===== config.mk =====
export PLATFORM = sky130hd
export DESIGN_NAME = ro_trng_core_flat
export DESIGN_NICKNAME = d
export VERILOG_FILES = /design/src/rtl/ro_trng_core_pkg.sv /design/src/rtl/ro_trng_core_if.sv /design/src/rtl/ro.sv /design/src/rtl/ro_health_rct.sv /design/src/rtl/ro_trng_core.sv /design/src/flat_wrapper.sv
export SDC_FILE = /design/constraint.sdc
export NUM_CORES = 1
export LEC_CHECK = 0
export ABC_AREA = 0
export CAP_MARGIN = 40
export CORE_ASPECT_RATIO = 1.1
export CORE_MARGIN = 3
export CORE_UTILIZATION = 48
export DETAILED_ROUTE_END_ITERATION = 16
export HOLD_SLACK_MARGIN = 0.03
export PLACE_DENSITY = 0.76
export SYNTH_ARGS = -nofsm -noshare
export SYNTH_HDL_FRONTEND = slang
export SYNTH_SLANG_ARGS = --single-unit

===== constraint.sdc =====
create_clock -name clock -period 2.9 [get_ports clock]
set_input_delay 0.29 -clock clock [delete_from_list [all_inputs] [get_ports clock]]
set_output_delay 0.29 -clock clock [all_outputs]
set_load 0.01 [all_outputs]

===== src/rtl/ro_trng_core_pkg.sv =====
// ro_trng_core_pkg
//   Shared defaults and types for the ring-oscillator TRNG core.
//   - DEF_* : default parameter values used by the core, its interface and sub-blocks
//   - mode_e: post-processing mode latched when the core is enabled
//   - vn_keep: von Neumann pair filter (a pair is kept only when its two bits differ)
package ro_trng_core_pkg;

    localparam int DEF_NUM_RO     = 16;
    localparam int DEF_NUM_GATES  = 5;
    localparam int DEF_GATE_DELAY = 1;
    localparam int DEF_WORD_W     = 8;
    localparam int DEF_RCT_CUTOFF = 32;

    typedef enum logic {
        MODE_RAW = 1'b0,
        MODE_VN  = 1'b1
    } mode_e;

    // A von Neumann pair produces an output bit only for 01 or 10.
    function automatic logic vn_keep(input logic a, input logic b);
        return a ^ b;
    endfunction

endpackage


===== src/rtl/ro_trng_core_if.sv =====
// ro_trng_core_if
//   Output side of the TRNG core: packed word with valid/ready handshake plus
//   the two sticky status flags.
//   master: core side (drives data_out, data_valid, health_fail, overflow)
//   slave : consumer side (drives data_ready)
interface ro_trng_core_if
    import ro_trng_core_pkg::*;
#(
    parameter int WORD_W = DEF_WORD_W
);
    logic [WORD_W-1:0] data_out;
    logic              data_valid;
    logic              data_ready;
    logic              health_fail;
    logic              overflow;

    modport master (
        output data_out,
        output data_valid,
        output health_fail,
        output overflow,
        input  data_ready
    );

    modport slave (
        input  data_out,
        input  data_valid,
        input  health_fail,
        input  overflow,
        output data_ready
    );
endinterface


===== src/rtl/ro.sv =====
// ro
//   Clocked behavioural model of one ring-oscillator cell. The silicon cell is a
//   free-running loop of NUM_GATES inverters; here a phase accumulator whose step
//   shrinks with the loop delay gives each lane its own frequency and start phase.
//   clock, reset_n : model clock and asynchronous active-low reset
//   enable         : 1 runs the oscillator, 0 holds its phase
//   osc            : oscillator output (asynchronous to any consumer)
module ro
    import ro_trng_core_pkg::*;
#(
    parameter int NUM_GATES  = DEF_NUM_GATES,
    parameter int GATE_DELAY = DEF_GATE_DELAY,
    parameter int SEED       = 0
) (
    input  logic clock,
    input  logic reset_n,
    input  logic enable,
    output logic osc
);
    localparam int              LOOP_DELAY = NUM_GATES * GATE_DELAY;
    localparam logic [7:0]      STEP       = 8'(((2 * SEED + 1) * 37) / LOOP_DELAY + 1);
    localparam logic [7:0]      PHASE0     = 8'(SEED * 16);

    logic [7:0] phase_r;

    // Phase accumulator; the MSB is the oscillator output.
    always_ff @(posedge clock or negedge reset_n) begin
        if (!reset_n) begin
            phase_r <= PHASE0;
        end else if (enable) begin
            phase_r <= phase_r + STEP;
        end else begin
            phase_r <= phase_r;
        end
    end

    assign osc = phase_r[7];
endmodule


===== src/rtl/ro_health_rct.sv =====
// ro_health_rct
//   Repetition-count health test on the raw bit stream. Counts identical
//   consecutive bits (restarting at 1 on a change, saturating at CUTOFF); once the
//   count has reached CUTOFF, fail sets on the following edge and stays set until reset.
//   clock, reset_n : clock and asynchronous active-low reset
//   bit_in/valid_in: raw bit stream
//   fail           : sticky failure flag (registered)
module ro_health_rct
    import ro_trng_core_pkg::*;
#(
    parameter int CUTOFF = DEF_RCT_CUTOFF
) (
    input  logic clock,
    input  logic reset_n,
    input  logic bit_in,
    input  logic valid_in,
    output logic fail
);
    localparam int            CW  = $clog2(CUTOFF + 1);
    localparam logic [CW-1:0] CUT = CW'(CUTOFF);

    logic [CW-1:0] count_r;
    logic          last_r;
    logic          fail_r;

    // Run-length counter; a zero count means no bit has been seen since reset.
    always_ff @(posedge clock or negedge reset_n) begin
        if (!reset_n) begin
            count_r <= '0;
            last_r  <= 1'b0;
        end else if (valid_in) begin
            last_r <= bit_in;
            if ((count_r == '0) || (bit_in != last_r)) begin
                count_r <= CW'(1);
            end else if (count_r != CUT) begin
                count_r <= count_r + CW'(1);
            end else begin
                count_r <= count_r;
            end
        end else begin
            count_r <= count_r;
            last_r  <= last_r;
        end
    end

    // Sticky failure flag, set one edge after the run length reaches the cutoff.
    always_ff @(posedge clock or negedge reset_n) begin
        if (!reset_n) begin
            fail_r <= 1'b0;
        end else begin
            fail_r <= fail_r | (count_r == CUT);
        end
    end

    assign fail = fail_r;
endmodule


===== src/rtl/ro_trng_core.sv =====
// ro_trng_core
//   NUM_RO ring oscillators -> 2-flop synchronisers -> stage0 register -> LOG_RO
//   registered XOR levels -> optional von Neumann debias -> WORD_W packer with a
//   one-word holding register. A repetition-count test watches the raw bits.
//   clock, reset_n : single clock, asynchronous active-low reset
//   enable         : runs ROs and sampling; 0 discards partial word and pair state
//   debias         : 1 = von Neumann mode, captured on the enable rising edge
//   test_mode      : 1 = test_bits replace the synchronised RO samples
//   test_bits      : deterministic per-lane source
//   bus            : data_out/data_valid/data_ready/health_fail/overflow
module ro_trng_core
    import ro_trng_core_pkg::*;
#(
    parameter int NUM_RO     = DEF_NUM_RO,
    parameter int NUM_GATES  = DEF_NUM_GATES,
    parameter int GATE_DELAY = DEF_GATE_DELAY,
    parameter int WORD_W     = DEF_WORD_W,
    parameter int RCT_CUTOFF = DEF_RCT_CUTOFF
) (
    input  logic              clock,
    input  logic              reset_n,
    input  logic              enable,
    input  logic              debias,
    input  logic              test_mode,
    input  logic [NUM_RO-1:0] test_bits,
    ro_trng_core_if.master    bus
);
    localparam int                LOG_RO   = $clog2(NUM_RO);
    localparam int                CNT_W    = $clog2(WORD_W);
    localparam logic [CNT_W-1:0]  LAST_IDX = CNT_W'(WORD_W - 1);

    // One XOR level: pairs of lanes fold into the lower half, upper half reads zero.
    function automatic logic [NUM_RO-1:0] fold(input logic [NUM_RO-1:0] v);
        fold = '0;
        for (int i = 0; i < NUM_RO / 2; i++) begin
            fold[i] = v[2*i] ^ v[2*i+1];
        end
    endfunction

    logic [NUM_RO-1:0] ro_out_s;
    logic [NUM_RO-1:0] sync1_r;
    logic [NUM_RO-1:0] sync2_r;
    logic [NUM_RO-1:0] lvl_r [LOG_RO+1];
    logic [LOG_RO:0]   lvl_v_r;
    logic              raw_bit_s;
    logic              raw_valid_s;
    logic              en_q_r;
    mode_e             mode_r;
    logic              pair_have_r;
    logic              pair_a_r;
    logic              vn_valid_r;
    logic              vn_bit_r;
    logic              pk_valid_s;
    logic              pk_bit_s;
    logic              fail_s;
    logic              drain_s;
    logic [WORD_W-1:0] sh_r;
    logic [CNT_W-1:0]  cnt_r;
    logic [WORD_W-1:0] hold_r;
    logic              hold_v_r;
    logic              ovf_r;

    for (genvar g = 0; g < NUM_RO; g++) begin : g_ro
        ro #(
            .NUM_GATES  (NUM_GATES),
            .GATE_DELAY (GATE_DELAY),
            .SEED       (g)
        ) u_ro (
            .clock   (clock),
            .reset_n (reset_n),
            .enable  (enable),
            .osc     (ro_out_s[g])
        );
    end

    // Two-flop synchroniser for the asynchronous RO outputs.
    always_ff @(posedge clock or negedge reset_n) begin
        if (!reset_n) begin
            sync1_r <= '0;
            sync2_r <= '0;
        end else begin
            sync1_r <= ro_out_s;
            sync2_r <= sync1_r;
        end
    end

    // Stage0 capture and XOR tree. Valid is gated by enable at every level so a
    // pause empties the tree and no pre-pause sample reaches the new mode.
    always_ff @(posedge clock or negedge reset_n) begin
        if (!reset_n) begin
            for (int l = 0; l <= LOG_RO; l++) begin
                lvl_r[l] <= '0;
            end
            lvl_v_r <= '0;
        end else begin
            lvl_r[0]   <= test_mode ? test_bits : sync2_r;
            lvl_v_r[0] <= enable;
            for (int l = 1; l <= LOG_RO; l++) begin
                lvl_r[l]   <= fold(lvl_r[l-1]);
                lvl_v_r[l] <= lvl_v_r[l-1] & enable;
            end
        end
    end

    // Only bit 0 of the last level is non-zero, so the reduction equals that bit.
    assign raw_bit_s   = ^lvl_r[LOG_RO];
    assign raw_valid_s = lvl_v_r[LOG_RO];

    // Mode is latched only on the enable rising edge.
    always_ff @(posedge clock or negedge reset_n) begin
        if (!reset_n) begin
            en_q_r <= 1'b0;
            mode_r <= MODE_RAW;
        end else begin
            en_q_r <= enable;
            if (enable && !en_q_r) begin
                mode_r <= mode_e'(debias);
            end else begin
                mode_r <= mode_r;
            end
        end
    end

    // Von Neumann pairing: first bit of a pair is held in pair_a_r; the emitted
    // bit equals the first bit (10 -> 1, 01 -> 0) and appears one cycle after b.
    always_ff @(posedge clock or negedge reset_n) begin
        if (!reset_n) begin
            pair_have_r <= 1'b0;
            pair_a_r    <= 1'b0;
            vn_valid_r  <= 1'b0;
            vn_bit_r    <= 1'b0;
        end else if (!enable || (mode_r != MODE_VN)) begin
            pair_have_r <= 1'b0;
            pair_a_r    <= 1'b0;
            vn_valid_r  <= 1'b0;
            vn_bit_r    <= 1'b0;
        end else begin
            vn_valid_r <= 1'b0;
            if (raw_valid_s) begin
                if (!pair_have_r) begin
                    pair_have_r <= 1'b1;
                    pair_a_r    <= raw_bit_s;
                end else begin
                    pair_have_r <= 1'b0;
                    vn_valid_r  <= vn_keep(pair_a_r, raw_bit_s);
                    vn_bit_r    <= pair_a_r;
                end
            end
        end
    end

    // Packer input select.
    always_comb begin
        pk_valid_s = 1'b0;
        pk_bit_s   = 1'b0;
        if (mode_r == MODE_VN) begin
            pk_valid_s = vn_valid_r;
            pk_bit_s   = vn_bit_r;
        end else begin
            pk_valid_s = raw_valid_s;
            pk_bit_s   = raw_bit_s;
        end
    end

    ro_health_rct #(
        .CUTOFF (RCT_CUTOFF)
    ) u_rct (
        .clock    (clock),
        .reset_n  (reset_n),
        .bit_in   (raw_bit_s),
        .valid_in (raw_valid_s),
        .fail     (fail_s)
    );

    assign drain_s = hold_v_r & bus.data_ready;

    // Packer and holding register. New bits shift in at the MSB so the oldest bit
    // ends at the LSB; a completed word either moves to holding or is dropped.
    always_ff @(posedge clock or negedge reset_n) begin
        if (!reset_n) begin
            sh_r     <= '0;
            cnt_r    <= '0;
            hold_r   <= '0;
            hold_v_r <= 1'b0;
            ovf_r    <= 1'b0;
        end else begin
            if (drain_s) begin
                hold_v_r <= 1'b0;
            end
            if (!enable || fail_s) begin
                sh_r  <= '0;
                cnt_r <= '0;
            end else if (pk_valid_s) begin
                if (cnt_r == LAST_IDX) begin
                    cnt_r <= '0;
                    if (!hold_v_r || drain_s) begin
                        hold_r   <= {pk_bit_s, sh_r[WORD_W-1:1]};
                        hold_v_r <= 1'b1;
                    end else begin
                        ovf_r <= 1'b1;
                    end
                end else begin
                    cnt_r <= cnt_r + CNT_W'(1);
                    sh_r  <= {pk_bit_s, sh_r[WORD_W-1:1]};
                end
            end
        end
    end

    assign bus.data_out    = hold_r;
    assign bus.data_valid  = hold_v_r;
    assign bus.health_fail = fail_s;
    assign bus.overflow    = ovf_r;
endmodule


===== src/flat_wrapper.sv =====
// flat-port wrapper written by rule: the top's interface ports become plain ports
module ro_trng_core_flat import ro_trng_core_pkg::*;
#(
    parameter int NUM_RO     = DEF_NUM_RO,
    parameter int NUM_GATES  = DEF_NUM_GATES,
    parameter int GATE_DELAY = DEF_GATE_DELAY,
    parameter int WORD_W     = DEF_WORD_W,
    parameter int RCT_CUTOFF = DEF_RCT_CUTOFF
)
  (clock, reset_n, enable, debias, test_mode, test_bits, bus_data_out, bus_data_valid, bus_health_fail, bus_overflow, bus_data_ready);
  ro_trng_core_if #(.WORD_W(WORD_W)) bus_i ();
  input  logic clock;
  input  logic reset_n;
  input  logic enable;
  input  logic debias;
  input  logic test_mode;
  input  logic [NUM_RO-1:0] test_bits;
  output wire logic [$bits(bus_i.data_out)-1:0] bus_data_out;
  output wire logic [$bits(bus_i.data_valid)-1:0] bus_data_valid;
  output wire logic [$bits(bus_i.health_fail)-1:0] bus_health_fail;
  output wire logic [$bits(bus_i.overflow)-1:0] bus_overflow;
  input wire logic [$bits(bus_i.data_ready)-1:0] bus_data_ready;
  assign bus_data_out = bus_i.data_out;
  assign bus_data_valid = bus_i.data_valid;
  assign bus_health_fail = bus_i.health_fail;
  assign bus_overflow = bus_i.overflow;
  assign bus_i.data_ready = bus_data_ready;
  ro_trng_core #(.NUM_RO(NUM_RO), .NUM_GATES(NUM_GATES), .GATE_DELAY(GATE_DELAY), .WORD_W(WORD_W), .RCT_CUTOFF(RCT_CUTOFF)) u_core (.clock(clock), .reset_n(reset_n), .enable(enable), .debias(debias), .test_mode(test_mode), .test_bits(test_bits), .bus(bus_i));
endmodule

# Word level (Yosys, flattened, before mapping)
# Cells that the tools add are included.
# Widths: inputs -> output; s select.
[op_classes]
n_addsub = 18
eq_ne = 6
n_mux = 28
bitwise_logic = 25
n_reduce_logical = 20
[op_table]
columns = ["operator", "n"]
rows = [
  ["$add 8x8->8 const B", 7],
  ["$add 8x7->8 const B", 5],
  ["$mux 8", 3],
  ["$mux 1", 19],
  ["$add 8x6->8 const B", 2],
  ["$mux 16", 1],
  ["$reduce_xor 16->1", 1],
  ["$xor 1x1->1", 16],
  ["$mux 6", 2],
  ["$mux 3", 3],
  ["$add 8x4->8 const B", 1],
  ["$add 8x5->8 const B", 1],
  ["$reduce_and 2->1", 4],
  ["$reduce_and 4->1", 2],
  ["$reduce_bool 2->1", 4],
  ["$add 6x1->6 const B", 1],
  ["$eq 6x6->1 const B", 1],
  ["$logic_not 6->1", 1],
  ["$ne 6x6->1 const B", 1],
  ["$and 1x1->1", 5],
  ["$logic_or 1x1->1", 4],
  ["$add 3x1->3 const B", 1],
  ["$eq 3x3->1 const B", 1],
  ["$logic_not 1->1", 3],
  ["other kinds (6)", 8],
]
[word_totals]
reg_bits = 231
input_bits = 22
wordCells = 135

# Longest topological paths before layout
# Gate-level depths: netlist (run 1).
[logic_depth]
word_depth = 6
ltp_mapped = 6
ltp_nobuf = 6

# Modules after synthesis
# Synthesis (run 1) repeated with hierarchy kept, for this count alone.
[hier_totals]
cells_unflattened = 631
area_unflattened_um2 = 8508.2
[by_module_without_submodules]
columns = ["module", "n_inst", "cells_each", "area_per_inst_um2", "seq_area_each_um2"]
rows = [
  ["ro_trng_core", 1, 193, 3145.5, 2327.2],
  ["ro_health_rct", 1, 41, 430.4, 200.2],
  ["ro at u_core.g_ro[14].u_ro", 1, 34, 387.9, 203.9],
  ["ro at u_core.g_ro[11].u_ro", 1, 32, 384.1, 203.9],
  ["ro at u_core.g_ro[6].u_ro", 1, 31, 372.9, 202.7],
  ["ro at u_core.g_ro[4].u_ro", 1, 31, 371.6, 201.4],
  ["ro at u_core.g_ro[1].u_ro", 1, 32, 370.4, 201.4],
  ["ro at u_core.g_ro[9].u_ro", 1, 26, 350.3, 202.7],
  ["ro at u_core.g_ro[2].u_ro", 1, 26, 329.1, 176.4],
  ["ro at u_core.g_ro[12].u_ro", 1, 23, 320.3, 177.7],
  ["ro at u_core.g_ro[15].u_ro", 1, 26, 317.8, 180.2],
  ["ro at u_core.g_ro[5].u_ro", 1, 26, 309.0, 177.7],
  ["ro at u_core.g_ro[8].u_ro", 1, 24, 302.8, 176.4],
  ["ro at u_core.g_ro[10].u_ro", 1, 23, 265.3, 152.6],
  ["+4 rows", "n/a", "n/a", "n/a", "n/a"],
]

# Worst setup path after synthesis (run 1)
# No wires, ideal clock.
[synth_timing]
path_kind = "register to register"
startpoint = "register u_core.cnt_r[0]"
endpoint = "register u_core.hold_r[0] (netlist: u_core.bus.data_out[0])"
setup_time_ns = 0.125
arrival_time_ns = 1.593
slack_ns = 1.182
path_stages_with_launch = 7
period_less_slack_ns = 1.718
cell_sequence = "dfrtp_1 ha_1 ha_1 or3b_1 nor2b_1 buf_4 mux2_2"
[synth_between]
elab_chain_len = 2
[synth_lines]
columns = ["item", "line", "rtl"]
rows = [
  ["start, declared", "ro_trng_core.sv:58", "logic [CNT_W-1:0] cnt_r;"],
  ["start signal, assigned", "ro_trng_core.sv:203", "cnt_r <= cnt_r + CNT_W'(1);"],
  ["$eq 3x3->1", "ro_trng_core.sv:194", "if (cnt_r == LAST_IDX) begin"],
  ["$reduce_and 4->1 (no source line)", "n/a", ""],
  ["end signal, assigned", "ro_trng_core.sv:197", "hold_r <= {pk_bit_s, sh_r[WORD_W-1:1]};"],
  ["end, declared", "ro_trng_core.sv:59", "logic [WORD_W-1:0] hold_r;"],
]
# No other way between the ends.
# A chain may end at the register's enable or synchronous reset.

# Final worst setup path (run 1)
[layout_timing]
startpoint = "register u_core.lvl_v_r[4]"
endpoint = "register u_core.hold_r[6] (netlist: u_core.bus.data_out[6])"
[layout_between]
elab_chain_len = 2
[layout_lines]
columns = ["item", "line", "rtl"]
rows = [
  ["start, declared", "ro_trng_core.sv:44", "logic [LOG_RO:0] lvl_v_r;"],
  ["start signal, assigned by index", "ro_trng_core.sv:100", "lvl_v_r[l] <= lvl_v_r[l-1] & enable;"],
  ["$mux 1", "ro_trng_core.sv:156", "if (mode_r == MODE_VN) begin"],
  ["$reduce_and 4->1 (no source line)", "n/a", ""],
]
# No other way between the ends.

==> flow_metrics.env, run 1 <==
export IMPL_grt_antenna_before_repair=0
export IMPL_grt_max_degree=94
export IMPL_relSlewSlack_pct=42.6
export IMPL_p_total_mw=10.1
export IMPL_routedWlPerCell_um=15.2
export IMPL_drv_cap=0
export IMPL_final_util_pct=57.6
export IMPL_gp_congestion=0.749
export IMPL_grt_usage_pct=15.1
export IMPL_power_density_mw_per_mm2=1060
export IMPL_worst_pin_slew_ps=858
export IMPL_grt_pass1_vias=4819
export IMPL_critical_path_slowest_cell="nor2b_1"
export IMPL_path_max_fanout=15
export IMPL_synth_top_area_share_pct=54.2
export IMPL_n_antenna_cell=0
export IMPL_overflow=0
export IMPL_numCtsBuffers=21
export IMPL_yosys_top_cells_area="dfrtp_1 54%, dfstp_2 10%, xnor2_1 6.5%, xor2_1 5.2%, mux2_2 4.5%"
export IMPL_rrSetupSlack_ps=360
export IMPL_coreArea_mm2=0.0166
export IMPL_async_flop_share_pct=100
export IMPL_io_pins=33
export IMPL_dieHeight_um=143
export IMPL_reg2reg_from="u_core.lvl_v_r[4]$_DFF_PN0_"
export IMPL_fp_dieW_um=131
export IMPL_fin_setup_tns_ps=0
export IMPL_report_final_slew_viol_count=0
export IMPL_post_cts_buffers=0
export IMPL_netlist_area_mm2=0.00822
export IMPL_p_leak_nw=4.17
export IMPL_critPathBufInv=1
export IMPL_mostFrequentLayoutCells="178 x dfrtp_1, 61 x xnor2_1, 49 x xor2_1, 41 x nand2_1, 33 x mux2_2"
export IMPL_cts_clk_slew_worst_paths_ps=60
export IMPL_cts_tree="yes"
export IMPL_wirelength_um=13600
export IMPL_nets=715
export IMPL_ys_seq_area_share_pct=64.4
export IMPL_min_delay_worst_endpoint="u_core.cnt_r[0]$_DFFE_PN0P_"
export IMPL_drcViolationCount=0
export IMPL_dp_hpwl_um=8700
export IMPL_cp_cell_sequence="mux2i_1 > clkbuf_4 > or3b_1 > nor2b_1 > mux2_2"
export IMPL_r2r_end="u_core.bus.data_out[6]$_DFFE_PN0P_"
export IMPL_drtAntennaViolNets=0
export IMPL_ys_ff_latch=210
export IMPL_period_minus_slack_ps=2540
export IMPL_path_class="register to register"
export IMPL_crit_path_end_kind="register"
export IMPL_place_inst=852
export IMPL_routed_via_density=5.17
export IMPL_worstHoldPathType="input pin to register"
export IMPL_setup_violations_final=0
export IMPL_cp_top_family="simple AND/OR/NAND/NOR gates"
export IMPL_clock_skew_ps=15.5
export IMPL_fmax_mhz=394
export IMPL_synth_cell_types=46
export IMPL_clockBufferDepth=3
export IMPL_finalHoldViolations=0
export IMPL_syn2layout_area_growth_pct=15.9
export IMPL_initial_utilization_pct=49.7
export IMPL_whs_path_depth=3
export IMPL_critPathLaunchType="register"
export IMPL_drt_iter0_drc=314
export IMPL_fp_row_count=49
export IMPL_clkLatencyLatePin_ps=490
export IMPL_ys_flop_type="dfrtp_1"
export IMPL_status="completed"
export IMPL_cp_required_ps=3270
export IMPL_first_pass_iters=4
export IMPL_synth_edf_count=0
export IMPL_reg2regPathDepth=5
export IMPL_syn_num_nets=670
export IMPL_fill_cells=1244
export IMPL_io_buffers=32
export IMPL_ys_warn_count=0
export IMPL_final_common_cell="dfrtp_1"
export IMPL_cts_max_level=1
export IMPL_post_route_period_util_pct=87.6
export IMPL_ir_drop_mv=0.422
export IMPL_syn_area_per_cell_um2=13.1
export IMPL_root_buffer="clkbuf_16"
export IMPL_hp_start="enable"
export IMPL_hold_slack_ps=326
export IMPL_fin_cells=892
export IMPL_grt_pass1_wl_um=23300
export IMPL_cp_arrival_ps=2910
export IMPL_rsz0062_at_grt="no"
export IMPL_die_area_mm2=0.0187
export IMPL_vias=4610
export IMPL_synth_top_area_cell="dfrtp_1"
export IMPL_numClockSinks=210
export IMPL_netlist_instances=628
export IMPL_layout_drive_gt1_share_pct=15.7
export IMPL_max_stage_delay_ps=610
## synth_stat cells (all sizes together) (7+ instances only)
| master | instances |
|---|---|
| nor3 | 7 |
| nand2 | 41 |
| xor2 | 49 |
| dfrtp | 178 |
| nand2b | 13 |
| dfstp | 32 |
| inv | 25 |
| mux2 | 33 |
| buf | 12 |
| clkbuf | 7 |
| ha | 20 |
| o21ai | 25 |
| mux2i | 7 |
| o31ai | 8 |
| nor2 | 25 |
| nand3 | 7 |
| a21oi | 21 |
| xnor2 | 61 |
## worst register-to-register path, cell delays in order (launching register included)
cell      delay (ps)
dfrtp_1          600
mux2i_1          140
clkbuf_4         220
or3b_1           440
nor2b_1          610
mux2_2           420
## per-stage QoR
step	instance area (um^2)	worst slack, ps
after floorplan	8220	1180
after global placement	8780	515
after detailed placement	8800	282
after CTS	9520	231
after global routing	9530	203
final	9530	360
## cells by family after synthesis
kind of cell    after synthesis  share of synthesized area, %
xor+xnor                    110                          11.7
buf+inv                      45                          2.13
flops                       210                          64.4
mux                          40                          5.37
compound gates               83                          6.21
simple gates                120                          7.15
fa+ha+maj                    20                          3.04
## area by class of cell
class                      instances  area, um^2  share of cell area [%]
sequential                       210        5300                    55.6
multi-input combinational        373        2750                    28.9
clock buffer                      31         613                    6.43
timing repair buffer              41         417                    4.37
tap                              204         255                    2.68
clock inverter                     7        97.6                    1.02
inverter                          26        97.6                    1.02
## sequential cells by signal, indices dropped and copies added (netlist names)
signal / flops
u_core.bus.data_out: 8
u_core.bus.overflow: 1
u_core.lvl_v_r: 5
u_core.sync1_r: 16
u_core.vn_valid_r: 1
u_core.pair_a_r: 1
u_core.pair_have_r: 1
u_core.sync2_r: 16
u_core.lvl_r: 31
u_core.g_ro.u_ro.phase_r: 109
u_core.bus.data_valid: 1
u_core.cnt_r: 3
u_core.u_rct.fail: 1
u_core.sh_r: 7
u_core.u_rct.last_r: 1
u_core.vn_bit_r: 1
u_core.mode_r: 1
u_core.u_rct.count_r: 6
## power breakdown
part	leakage [nW]	internal (mW)	switching (mW)
clock network	0.342	1.65	1.09
logic	1.34	1.15	0.944
registers	2.49	4.36	0.905
## worst max-delay path by stage
stage	from	endpoint	slack, ps	cells past startpoint
6_report	u_core.lvl_v_r[4]$_DFF_PN0_	u_core.bus.data_out[6]$_DFFE_PN0P_	360	5
5_1_grt	u_core.lvl_v_r[4]$_DFF_PN0_	u_core.bus.data_out[6]$_DFFE_PN0P_	200	5
4_1_cts	u_core.lvl_v_r[4]$_DFF_PN0_	u_core.bus.data_out[6]$_DFFE_PN0P_	230	4
3_5_place_dp	u_core.lvl_v_r[4]$_DFF_PN0_	u_core.bus.data_out[6]$_DFFE_PN0P_	280	4
3_3_place_gp	u_core.lvl_v_r[4]$_DFF_PN0_	u_core.bus.data_out[7]$_DFFE_PN0P_	520	4
2_1_floorplan	u_core.cnt_r[0]$_DFFE_PN0P_	u_core.bus.data_out[0]$_DFFE_PN0P_	1180	6
## routing by layer
layer / part of all wire, % / global-route usage, % / vias up
met1: 45 / 20.2 / 2338
met3: 2.6 / 2.13 / 20
met4: 1.7 / 4.60 / 0
met5: 0 / 0 / -
li1: - / - / 2196
met2: 51 / 25.6 / 56
## timing repair
item | 4_1_cts | 5_1_grt
hold endpoints to repair | 82 | 0
hold buffers | 1 | 0
endpoints found under the setup margin | 0 | 0
gates resized for setup | 0 | 0
No activity file was read; power rests on OpenSTA's default activity.
==> inputs of run 2 (changes only) <==
Settings changed: TNS_END_PERCENT set to 30.
==> results of run 2 <==
Final layout, timing and power as in run 1 (identical DEF).
==> inputs of run 3 (changes only) <==
Settings changed: CORE_UTILIZATION 48 to 60, PLACE_DENSITY 0.76 to unset, PLACE_DENSITY_LB_ADDON set to 0.15.
Clock period 2.9 ns to 3 ns, I/O delays scaled along.
==> flow_metrics.env, run 3 (synthesized netlist as in run 1, its figures left out) <==
export IMPL_status="completed"
export IMPL_numCtsBuffers=21
export IMPL_dp_hpwl_um=8370
export IMPL_report_final_slew_viol_count=0
export IMPL_final_common_cell="dfrtp_1"
export IMPL_finalHoldViolations=0
export IMPL_clock_skew_ps=5.33
export IMPL_drcViolationCount=0
export IMPL_largest_register="u_core.g_ro.u_ro.phase_r"
export IMPL_fp_dieW_um=118
export IMPL_grt_usage_pct=18.8
export IMPL_syn2layout_area_growth_pct=15.0
export IMPL_wirelength_um=13200
export IMPL_relSlewSlack_pct=39.0
export IMPL_cts_max_level=1
export IMPL_post_route_period_util_pct=83.9
export IMPL_grt_pass1_vias=4888
export IMPL_root_buffer="clkbuf_16"
export IMPL_cp_required_ps=3360
export IMPL_path_max_fanout=15
export IMPL_cp_arrival_ps=2880
export IMPL_whs_path_depth=3
export IMPL_crit_path_end_kind="register"
export IMPL_critPathLaunchType="register"
export IMPL_drt_iter0_drc=300
export IMPL_path_class="register to register"
export IMPL_place_inst=831
export IMPL_worstHoldPathType="input pin to register"
export IMPL_coreArea_mm2=0.0133
export IMPL_mostFrequentLayoutCells="178 x dfrtp_1, 61 x xnor2_1, 49 x xor2_1, 41 x nand2_1, 33 x mux2_2"
export IMPL_ir_drop_mv=0.638
export IMPL_drtAntennaViolNets=0
export IMPL_rsz0062_at_grt="no"
export IMPL_dieHeight_um=129
export IMPL_period_minus_slack_ps=2520
export IMPL_setup_violations_final=0
export IMPL_ctsResizeCount=0
export IMPL_initial_utilization_pct=61.7
export IMPL_io_buffers=32
export IMPL_largest_register_ffs=109
export IMPL_overflow=0
export IMPL_routedWlPerCell_um=15.1
export IMPL_grt_max_degree=84
export IMPL_drv_cap=0
export IMPL_clkLatencyLatePin_ps=480
export IMPL_fp_row_count=44
export IMPL_vias=4562
export IMPL_fmax_mhz=397
export IMPL_worst_pin_slew_ps=889
export IMPL_first_pass_iters=4
export IMPL_io_pins=33
export IMPL_power_density_mw_per_mm2=1020
export IMPL_gp_congestion=0.743
export IMPL_n_antenna_cell=0
export IMPL_nets=713
export IMPL_die_area_mm2=0.0151
export IMPL_cts_hold_buf=1
export IMPL_top_regs="u_core.g_ro.u_ro.phase_r (109), u_core.lvl_r (31)"
export IMPL_fin_cells=870
export IMPL_cts_clk_slew_worst_paths_ps=60
export IMPL_p_leak_nw=4.16
export IMPL_grt_pass1_wl_um=23500
export IMPL_post_cts_buffers=0
export IMPL_layout_drive_gt1_share_pct=15.2
export IMPL_numClockSinks=210
export IMPL_cts_tree="yes"
export IMPL_routed_via_density=5.24
export IMPL_reg2regPathDepth=4
export IMPL_clockBufferDepth=3
export IMPL_grt_antenna_before_repair=0
export IMPL_fin_setup_tns_ps=0
-- run 3: cell count changes in the layout (fill, tap and decap cells not counted), sizes merged --
cell	previous run	this run
clkbuf	33	37
clkinv	3	2
clkinvlp	2	0
bufinv	2	0
buf	8	7
-- run 3: metal layers --
layer / part of all wire [%] / wire length (um) / vias to the layer above / global-route usage (%)
met4: 1.3 / 168 / 0 / 5.17
met5: 0 / 0 / - / 0
met1: 44 / 5830 / 2305 / 24.9
li1: - / - / 2187 / -
met2: 51 / 6710 / 56 / 32.5
met3: 3.5 / 456 / 14 / 3.25
-- run 3: cell type report --
type,count,area [um^2]
clock buffer,36,662
clock inverter,2,13.8
fill,929,3870
inverter,26,97.6
multi-input combinational,373,2750
sequential,210,5300
tap,184,230
timing repair buffer,39,402
-- run 3: power breakdown --
| group | internal [mW] | switching (mW) |
|---|---|---|
| Clock | 1.49 | 1.00 |
| Sequential | 4.22 | 0.874 |
| Combinational | 1.11 | 0.922 |
-- run 3: metrics by stage --
stage / instance area (um^2) / setup WS (ps) / power (mW) / util [%] / hold WS, ps
after floorplan: 8220 / 1280 / 6.53 / - / 4.41
after global placement: 8770 / 603 / 6.92 / 65.8 / 332
after detailed placement: 8770 / 492 / 7.15 / 65.8 / 335
after CTS: 9450 / 474 / 9.76 / 71.0 / 255
after global routing: 9450 / 225 / 10.3 / 71.0 / 265
final: 9450 / 484 / 9.62 / 71.0 / 271
-- run 3: critical path, stage by stage, from the launching register on --
cell and delay [ps]:
dfrtp_1 560, mux2i_1 370, or3b_1 510, nor2b_1 530, mux2_2 410
-- run 3: path summary, 6_finish.rpt --
check / from / endpoint / slack, ps
setup / recovery: u_core.lvl_v_r[4]$_DFF_PN0_ / u_core.bus.data_out[4]$_DFFE_PN0P_ / 480
hold / removal: enable / u_core.g_ro[4].u_ro.phase_r[1]$_DFFE_PN0P_ / 270
setup reg to reg: u_core.lvl_v_r[4]$_DFF_PN0_ / u_core.bus.data_out[4]$_DFFE_PN0P_ / 480
hold reg to reg: u_core.sync1_r[5]$_DFF_PN0_ / u_core.sync2_r[5]$_DFF_PN0_ / 350
max in group asynchronous: reset_n / u_core.g_ro[2].u_ro.phase_r[5]$_DFFE_PN1P_ / 1760
min in group asynchronous: reset_n / u_core.lvl_r[49]$_DFF_PN0_ / 400
==> edit 1: new RTL, flow settings as in run 2 <==
Add an input register stage for `test_mode`, cleared by the reset; this delays it by one clock. The other inputs are not delayed to match.
--- a/src/rtl/ro_trng_core.sv
+++ b/src/rtl/ro_trng_core.sv
@@ -31,2 +31,12 @@
 
+    logic test_mode_q;
+
+    always_ff @(posedge clock or negedge reset_n) begin
+        if (!reset_n) begin
+            test_mode_q <= '0;
+        end else begin
+            test_mode_q <= test_mode;
+        end
+    end
+
     // One XOR level: pairs of lanes fold into the lower half, upper half reads zero.
@@ -95,3 +105,3 @@
         end else begin
-            lvl_r[0]   <= test_mode ? test_bits : sync2_r;
+            lvl_r[0]   <= test_mode_q ? test_bits : sync2_r;
             lvl_v_r[0] <= enable;
Function: no difference found for any inputs over 10 cycles, from zero or initial values and one cycle with reset_n low; that may be too few to reach the edited logic, so the function may still have changed.
==> edit 1 against run 2 <==
Cell area is 1.2% higher. Wire length is 1.7% lower. Sequential cell count grew 1. Critical path depth did not move. Synthesized area rose by 0.33%. First-iteration DRC count decreased by 36%. Cell count is 3.0% higher. Largest power group unchanged. Core utilization grew 0.47 points. Worst setup slack better by 0.10 ns. Power up 0.76%.
==> edit 1: results (changes against run 2) <==
Largest stage delay, worst path 0.56 ns (-0.05 ns); Num CTS Buffers 22 (+4.8%); post-synthesis cell type count 47 (+2.2%); initial DRC count 202 (-36%); vias in the first global route 4793 (-0.54%); fin area 9640 µm² (+1.2%); Detail Placement HPWL 8.51 mm (-2.2%); synth top area cells dfrtp_1 (54%), dfstp_2 (10%), xnor2_1 (6.5%); crit path DAT 2.81 ns (-0.10 ns); global-route wire length before repair 22.8 mm (-2.2%); Synth top area share 54.3% (+0.12 points); largest net degree at the start of global routing 87 (-7.4%); vias per inst 5.00 (-3.2%); final WL 13.4 mm (-1.7%); Worst Skew 0.0102 ns (-0.00531 ns); Seq/Total Area, Yosys 64.5% (+0.088 points); peak supply drop 0.407 mV (-3.7%); Final Net Count 716 (+0.14%); synth cell count leaders dfrtp_1 (179), xnor2_1 (61), xor2_1 (49); All-Layer GR Usage 14.7% (-0.44 points); status complete, no violations; area post-placement 8890 µm² (+0.98%); Slew HR 54.7% (+12 points); share of cells above drive strength 1 15.8% (+0.099 points); RePlAce Congestion 0.760 (+1.4%); Sw Share 28.8% (-0.24 points); CP Max Fanout 11 (-4); Pleak 0.00421 µW (+0.91%)
[edit 1: layout make-up]
type	instances	area [µm²]
clock buffers	35	681
well taps	229	287
multi-input cells	372	2760
inverters	26	97.6
fillers	1267	6970
clock inverters	5	63.8
repair buffers	41	437
flip-flops and latches	211	5320
[edit 1: critical path, delay by kind of cell (launching register included)]
family | cells | cell delay (ns)
flip-flops | 1 | 0.38
AND/OR/NAND/NOR | 2 | 0.99
multiplexers | 1 | 0.42
adder cells (fa/ha/maj) | 2 | 0.54
[edit 1: final timing paths]
kind	start	to	slack [ns]	cells past startpoint
max	u_core.cnt_r[0]	u_core.bus.data_out[4]	0.46	5
min	enable	u_core.lvl_v_r[0]	0.24	2
max reg2reg	u_core.cnt_r[0]	u_core.bus.data_out[4]	0.46	5
min reg2reg	u_core.sync1_r[0]	u_core.sync2_r[0]	0.35	0
max in group asynchronous	reset_n	u_core.g_ro[5].u_ro.phase_r[4]	1.70	3
min in group asynchronous	reset_n	u_core.lvl_r[32]	0.41	2
[edit 1: logic make-up (layout without fill, tap and decap cells)]
logic type / count (synthesis) / in the layout / synth area share, %
xor+xnor: 110 / 110 / 11.7
flops: 211 / 211 / 64.5
fa+ha+maj: 20 / 20 / 3.03
simple gates: 120 / 120 / 7.19
buf+inv: 45 / 107 / 2.12
compound gates: 82 / 82 / 6.16
mux: 40 / 40 / 5.35
[edit 1: power by group through the flow]
stage	sequential [µW]	combinational (µW)	clock, µW
after floorplan	5070	1700	0
after global placement	5220	1920	0
after detailed placement	5320	2110	0
after CTS	5280	2150	2880
after global routing	5440	2390	3000
final	5280	2100	2790
[edit 1: per-stage QoR]
step           total power, µW  setup slack (ns)  std cells  util [%]  hold WS (ns)
2_1_floorplan             6780              1.18        628         -      -0.00559
3_3_place_gp              7150             0.616        877      53.3         0.332
3_5_place_dp              7420             0.486        878      53.5         0.335
4_1_cts                  10300             0.477        919      58.0         0.229
5_1_grt                  10800             0.278        919      58.0         0.228
6_report                 10200             0.460        919      58.0         0.244
[edit 1: timing repair]
item                                   4_1_cts  5_1_grt
hold buffers                                 1        0
endpoints found under the hold margin       68        0
buffers inserted                             0        0
resized for setup                            0        0
[edit 1: layer usage]
layer,vias to the layer above,routed length [µm],track usage [%]
met2,77,6650,24.4
met1,2291,5890,19.6
li1,2197,-,-
met5,-,0,0
met3,31,474,2.30
met4,0,342,5.14
==> edit 2: new RTL, flow settings as in run 2 <==
Made on the original files. Set the package constant `DEF_WORD_W` to 4 (it was 8).
--- a/src/rtl/ro_trng_core_pkg.sv
+++ b/src/rtl/ro_trng_core_pkg.sv
@@ -10,3 +10,3 @@
     localparam int DEF_GATE_DELAY = 1;
-    localparam int DEF_WORD_W     = 8;
+    localparam int DEF_WORD_W     = 4;
     localparam int DEF_RCT_CUTOFF = 32;
Interface: changed (resized bus_data_out); port bits go from 33 to 29. The function was not compared with the original's and may differ.
==> edit 2 against run 2 <==
Via count down 6.4%. Synthesized area fell by 4.3%. Worst setup slack improved by 0.59 ns. Core utilization decreased by 0.16 points. Die area shrank 4.1%. Largest power group unchanged. Critical path type unchanged. Power shrank 1.6%. Critical endpoint is now u_core.bus.data_out[2]. Hold slack worse by 0.18 ns. Sequential cell count down 9. Cell area shrank 4.5%. Count of clock-buffer cells in the layout fell by 10. Wire length down 7.7%. Non-clock buffer count down 8.
==> edit 2: results (changes against run 2) <==
Largest stage delay, worst path 0.58 ns (-0.03 ns); Signal buffers 33 (-20%); Slew HR 45.6% (+3.0 points); All-Layer GR Usage 14.5% (-0.61 points); Worst Hold End u_core.lvl_v_r[0]; worst-case reg-to-reg path depth 4 (-1); largest net degree at the start of global routing 106 (+13%); met3 usage 2.44% (+0.31 points); share of cells above drive strength 1 16.1% (+0.45 points); status complete, no violations; peak supply drop 0.395 mV (-6.5%); Detail Placement HPWL 7.78 mm (-11%); RePlAce Congestion 0.747 (-0.32%); Final Net Count 672 (-6.0%); area of the multi-input gates 2640 µm² (-4.2%); Seq area share 55.7% (+0.14 points); Seq/Total Area, Yosys 64.4% (about the same); Clock buf/inv share 7.53% (+0.076 points); IO Port Bufs 28 (-13%); Wirelength per Cell 14.8 µm (-2.5%); vias per inst 5.11 (-1.1%); vias 4313 (-6.4%); Post-Place Cells 809 (-5.0%); Synth Register Bits 201 (-4.3%); Pleak 0.00397 µW (-4.9%); #MultiIn Comb 350 (-6.2%); non-clk buf share 3.95% (-0.43 points); GR Util met2 25.3% (-0.29 points); Synthesized Nets 633 (-5.5%); Num CTS Buffers 19 (-9.5%); number of fillers in the final layout 1214 (-2.4%); GR Layer Usage met1 18.5% (-1.8 points); synth cell count leaders dfrtp_1 (169), xnor2_1 (63), xor2_1 (47); met2 wire len 6.41 mm (-7.0%)
edit 2: cell count changes in the layout (fill, tap and decap cells not counted), sizes merged, moves of 6 or more:
cell,run 2,this run
nand2,41,35
a21oi,21,13
o21ai,25,19
clkbuf,33,22
dfrtp,178,169
edit 2: kinds of logic after synthesis:
group           count (synthesis)  share of synthesized area (%)
flops                         201                           64.4
simple gates                  114                           7.31
xor+xnor                      110                           12.2
compound gates                 68                           5.53
buf+inv                        41                           2.05
mux                            39                           5.42
fa+ha+maj                      19                           3.02
edit 2: per-stage QoR:
step	total power [µW]	cell area, µm²	hold slack (ns)	setup WS [ns]	utilization (%)
6_report	9930	9100	0.143	0.951	57.4
3_3_place_gp	7020	8410	0.333	1.02	53.0
3_5_place_dp	7290	8410	0.336	0.953	53.0
2_1_floorplan	6640	7870	-0.00559	1.26	-
4_1_cts	10100	9100	0.128	0.946	57.4
5_1_grt	10600	9100	0.138	0.832	57.4
